## src/rtl/riscv_dmem_arbiter.sv

```systemverilog
// Two-port data-memory arbiter: core has default priority, DMA may hold locked bursts.
// Optional starvation limiter for the DMA port is enabled by RISCV_DMEM_ARB_STARVE_EN.
//
// state    | meaning
// ST_IDLE  | per-cycle arbitration, core first (unless starvation override)
// ST_DLOCK | DMA owns the memory for up to LOCK_MAX consecutive locked beats
module riscv_dmem_arbiter #(
    parameter int XLEN       = 32,
    parameter int LOCK_MAX   = 8,
    parameter int STARVE_MAX = 4
) (
    input  logic            i_clk,
    input  logic            i_rstn,
    input  logic            i_c_req,
    input  logic            i_c_wr,
    input  logic [XLEN-1:0] i_c_addr,
    input  logic [XLEN-1:0] i_c_wdata,
    input  logic [3:0]      i_c_byte_sel,
    output logic            o_c_gnt,
    output logic            o_c_rvalid,
    output logic [XLEN-1:0] o_c_rdata,
    input  logic            i_d_req,
    input  logic            i_d_wr,
    input  logic [XLEN-1:0] i_d_addr,
    input  logic [XLEN-1:0] i_d_wdata,
    input  logic [3:0]      i_d_byte_sel,
    input  logic            i_d_lock,
    output logic            o_d_gnt,
    output logic            o_d_rvalid,
    output logic [XLEN-1:0] o_d_rdata,
    output logic [XLEN-1:0] o_dmem_addr,
    output logic [XLEN-1:0] o_dmem_data,
    output logic [3:0]      o_dmem_byte_sel,
    output logic            o_dmem_wr_en,
    input  logic [XLEN-1:0] i_dmem_data
);

    localparam int LCW = $clog2(LOCK_MAX + 1);
    localparam logic [LCW-1:0] LOCK_LIM = LCW'(LOCK_MAX);

    if (LOCK_MAX < 1 || STARVE_MAX < 1) begin : g_param_check
        $error("riscv_dmem_arbiter: LOCK_MAX and STARVE_MAX must be >= 1");
    end

    typedef enum logic {
        ST_IDLE  = 1'b0,
        ST_DLOCK = 1'b1
    } state_t;

    state_t         state, state_nxt;
    logic [LCW-1:0] lock_cnt, lock_cnt_nxt;
    logic           c_gnt, d_gnt;
    logic           starve_force;
    logic           lock_done;

`ifdef RISCV_DMEM_ARB_STARVE_EN
    localparam int SCW = $clog2(STARVE_MAX + 1);
    localparam logic [SCW-1:0] STARVE_LIM = SCW'(STARVE_MAX);

    logic [SCW-1:0] starve_cnt;

    // Counts cycles DMA asked but lost; saturates so the override stays armed until used.
    always_ff @(posedge i_clk or negedge i_rstn) begin
        if (!i_rstn) begin
            starve_cnt <= '0;
        end else if (!i_d_req || d_gnt) begin
            starve_cnt <= '0;
        end else if (starve_cnt != STARVE_LIM) begin
            starve_cnt <= starve_cnt + 1'b1;
        end
    end

    assign starve_force = (starve_cnt == STARVE_LIM);
`else
    assign starve_force = 1'b0;
`endif

    assign lock_done = (state == ST_DLOCK) && (lock_cnt == LOCK_LIM);

    always_ff @(posedge i_clk or negedge i_rstn) begin
        if (!i_rstn) begin
            state    <= ST_IDLE;
            lock_cnt <= '0;
        end else begin
            state    <= state_nxt;
            lock_cnt <= lock_cnt_nxt;
        end
    end

    always_comb begin
        c_gnt        = 1'b0;
        d_gnt        = 1'b0;
        state_nxt    = state;
        lock_cnt_nxt = lock_cnt;
        if (state == ST_DLOCK && i_d_req && i_d_lock && lock_cnt < LOCK_LIM) begin
            d_gnt        = 1'b1;
            lock_cnt_nxt = lock_cnt + 1'b1;
        end else begin
            // Idle rules; a burst that just hit LOCK_MAX yields to the core unconditionally.
            if (starve_force && i_d_req && !(lock_done && i_c_req)) begin
                d_gnt = 1'b1;
            end else if (i_c_req) begin
                c_gnt = 1'b1;
            end else if (i_d_req) begin
                d_gnt = 1'b1;
            end
            state_nxt    = ST_IDLE;
            lock_cnt_nxt = '0;
            if (d_gnt && i_d_lock) begin
                state_nxt    = ST_DLOCK;
                lock_cnt_nxt = LCW'(1);
            end
        end
    end

    assign o_c_gnt = c_gnt;
    assign o_d_gnt = d_gnt;

    always_comb begin
        o_dmem_addr     = '0;
        o_dmem_data     = '0;
        o_dmem_byte_sel = '0;
        o_dmem_wr_en    = 1'b0;
        if (c_gnt) begin
            o_dmem_addr     = i_c_addr;
            o_dmem_data     = i_c_wdata;
            o_dmem_byte_sel = i_c_byte_sel;
            o_dmem_wr_en    = i_c_wr & i_rstn;
        end else if (d_gnt) begin
            o_dmem_addr     = i_d_addr;
            o_dmem_data     = i_d_wdata;
            o_dmem_byte_sel = i_d_byte_sel;
            o_dmem_wr_en    = i_d_wr & i_rstn;
        end
    end

    always_ff @(posedge i_clk or negedge i_rstn) begin
        if (!i_rstn) begin
            o_c_rvalid <= 1'b0;
            o_d_rvalid <= 1'b0;
            o_c_rdata  <= '0;
            o_d_rdata  <= '0;
        end else begin
            o_c_rvalid <= c_gnt & ~i_c_wr;
            o_d_rvalid <= d_gnt & ~i_d_wr;
            if (c_gnt && !i_c_wr) o_c_rdata <= i_dmem_data;
            if (d_gnt && !i_d_wr) o_d_rdata <= i_dmem_data;
        end
    end

endmodule
```

## config.mk

```make
export PLATFORM = sky130hd
export DESIGN_NAME = riscv_dmem_arbiter
export DESIGN_NICKNAME = d
export VERILOG_FILES = /design/src/rtl/riscv_dmem_arbiter.sv
export SDC_FILE = /design/constraint.sdc
export NUM_CORES = 1
export LEC_CHECK = 0
export BUFFER_PORTS_ARGS = -buffer_cell sky130_fd_sc_hd__buf_2
export CORE_AREA = 2 2 120 122
export CTS_BUF_LIST = sky130_fd_sc_hd__clkbuf_16
export DETAILED_ROUTE_END_ITERATION = 12
export DIE_AREA = 0 0 122 124
export GPL_ROUTABILITY_DRIVEN = 0
export PLACE_DENSITY = 0.58
export SLEW_MARGIN = 5
export SYNTH_ARGS = -nofsm -noshare
export SYNTH_HDL_FRONTEND = slang
export SYNTH_SLANG_ARGS = --single-unit
```

## constraint.sdc

```tcl
create_clock -name i_clk -period 5 [get_ports i_clk]
set_input_delay 1.5 -clock i_clk [delete_from_list [all_inputs] [get_ports i_clk]]
set_output_delay 1.5 -clock i_clk [all_outputs]
set_load 0.005 [all_outputs]
```

==> impl_metrics.tcl <==
set metrics [dict create \
    synth_xor_area_frac 0.00262 \
    grt_usage 0.194 \
    switchingPower_uw 490 \
    combPwrFrac 0.253 \
    synth-seq-area-share 0.532 \
    clkSlewWorstSetupHoldPaths_ns 0.05 \
    first_global_vias 3448 \
    port_buffers 311 \
    hold_slack_ns 0.479 \
    rsz0062_at_grt "no" \
    synthesis.nets 419 \
    synth_cell_type_count 23 \
    synth_fa_ha_area_frac 0.00375 \
    final_nets 725 \
    switching_share 0.274 \
    drc 0 \
    finalSetupTns_ns 0 \
    async_flop_share 1.00 \
    grt_max_degree 72 \
    place_ws_ns 0.525 \
    yosys.area_share.simple 0.0251 \
    cts-htree-levels 3 \
    r2r_cells 3 \
    drt-total-wl_mm 15.9 \
    die_y_um 124 \
    antenna_found_initial 2 \
    fp-row-count 43 \
    final_cell_mix "311 x buf_2, 71 x dfrtp_1, 68 x a22o_1" \
    synth_edf_count 0 \
    min_period_ns 4.49 \
    worst_slew_pin_slew_ns 1.15 \
    syn_inst 243 \
    p_leak_uw 0.00288 \
    status "completed" \
    peakVddDrop_mv 0.228 \
    cts_sinks 71 \
    post-cts-setup-buffer-count 0 \
    yosys_register_bits 71 \
    cts_hold_buf 0 \
    synth_top_family_by_area "multiplexers" \
    finalHoldViolCount 0 \
    cts_root_buf "clkbuf_16" \
    layout_commonest_cell "buf_2" \
    start_util 0.243 \
    cts_buffer_depth 2 \
    drtIter0Drc 224 \
    ys_warn_count 0 \
    worstSetupPathType "in2out" \
    startpoint_type "input port" \
    period_share 0.897 \
    seqPwrFrac 0.399 \
    cts_made_buffers 9 \
    die_x_um 122 \
    io_pins 312 \
    synth_compound_area_frac 0.184 \
    max_cap_violations 0 \
    crit_required_ns 3.50 \
    cts_tree "yes" \
    power_density_nw_per_um2 333 \
    cts_resized 0 \
    max_freq_ghz 0.223 \
    drive_above_1_share 0.668 \
    holdPathStages 1 \
    cp_max_fo 49 \
    postRouteAntennaNets 0 \
    synth_area_um2 3340 \
    vias 3487 \
    hold_class "reg2reg" \
    core_um2 13700 \
    grt_overflow 0 \
    die_area_um2 15100 \
    post-dp-hpwl_mm 13.0 \
    final_util 0.393 \
    area_growth_pct 61.4 \
    critPathCaptureType "output pin" \
    grt_pass1_wl_mm 21.1 \
    synthFlopType "dfrtp_1" \
    final-max-slew-violation-count 0 \
    clkPwrFrac 0.348 \
    arrival_ns 2.99 \
    first_pass_iters 4 \
    fin_worst_skew_ns 0.00276 \
    clock_latency_ns 0.33 \
    final-setup-viol-count 0 \
    via_per_inst 4.73 \
    fin_ws_ns 0.515 \
    slew_headroom 0.231 \
    synth.avg_cell_area_um2 13.7 \
    routedWlPerCell_um 21.6 \
    muxShareOfSynthArea 0.219 \
    intPower_uw 1300 \
]
worst max-delay path, stage by stage:
cell and delay (ns):
buf_2 0.13, nand4b_4 0.17, and2_2 0.46, buf_12 0.29
a22o_1 0.26, buf_2 0.16
area by class of cell:
type,count,area (um^2)
diodes,3,7.51
clock inverters,7,71.3
clock buffers,9,225
multi-input cells,150,1460
inverters,2,7.51
flip-flops and latches,71,1780
well taps,180,225
repair buffers,315,1610
fillers,1389,8330
registers in the layout, indices dropped and copies added, names as in the netlist:
signal,flops
o_c_rdata,32
o_d_rdata,32
lock_cnt,4
o_c_rvalid,1
o_d_rvalid,1
state,1
cell usage after synthesis, types with 2 or more instances:
library cell | n | area, um^2
buf_4 | 5 | 37.5
and2_1 | 2 | 12.5
a22o_1 | 68 | 596
mux2_2 | 35 | 394
dfrtp_1 | 71 | 1780
clkbuf_1 | 4 | 15.0
buf_2 | 7 | 35.0
buf_1 | 4 | 15.0
nor2_1 | 3 | 11.3
mux2_1 | 29 | 327
nand2_1 | 3 | 11.3
per-layer routing:
metal	up-vias	share of wire	wire, um	GRT usage
li1	1551	-	-	-
met1	1716	0.36	5760	0.218
met2	192	0.51	8190	0.339
met3	26	0.096	1530	0.0636
met4	2	0.029	461	0.0790
met5	-	0.00063	10	0
through the flow:
step	std cells	total power, uW	cell area, um^2
after detailed placement	718	1180	5080
after floorplan	243	896	3340
after global routing	735	1890	5380
after global placement	718	1170	5080
after CTS	734	1830	5380
final	737	1790	5390
worst paths after layout:
path	from	end	slack [ns]
worst max-delay path	i_d_req	o_dmem_addr[14]	0.51
worst max register to register	lock_cnt[3]$_DFF_PN0_	o_d_rdata[19]$_DFFE_PN0P_	2.90
worst min register to register	o_d_rdata[7]$_DFFE_PN0P_	o_d_rdata[7]$_DFFE_PN0P_	0.48
worst min-delay path	o_d_rdata[7]$_DFFE_PN0P_	o_d_rdata[7]$_DFFE_PN0P_	0.48
max in group asynchronous	i_rstn	o_d_rdata[19]$_DFFE_PN0P_	3.03
min in group asynchronous	i_rstn	o_d_rdata[0]$_DFFE_PN0P_	1.41
logic make-up after synthesis:
group	after synthesis
multiplexers	65
AND/OR/NAND/NOR	13
AO/OA/AOI/OAI	70
buffers and inverters	22
XOR/XNOR	1
flip-flops	71
adder cells (fa/ha/maj)	1
power by group through the flow:
stage	sequential (uW)	clock (uW)	combinational (uW)
finish	715	623	454
global route	729	671	492
CTS	717	648	460
detailed placement	726	0	458
global placement	719	0	454
floorplan	732	0	163
No activity file was read; power rests on OpenSTA's default activity.
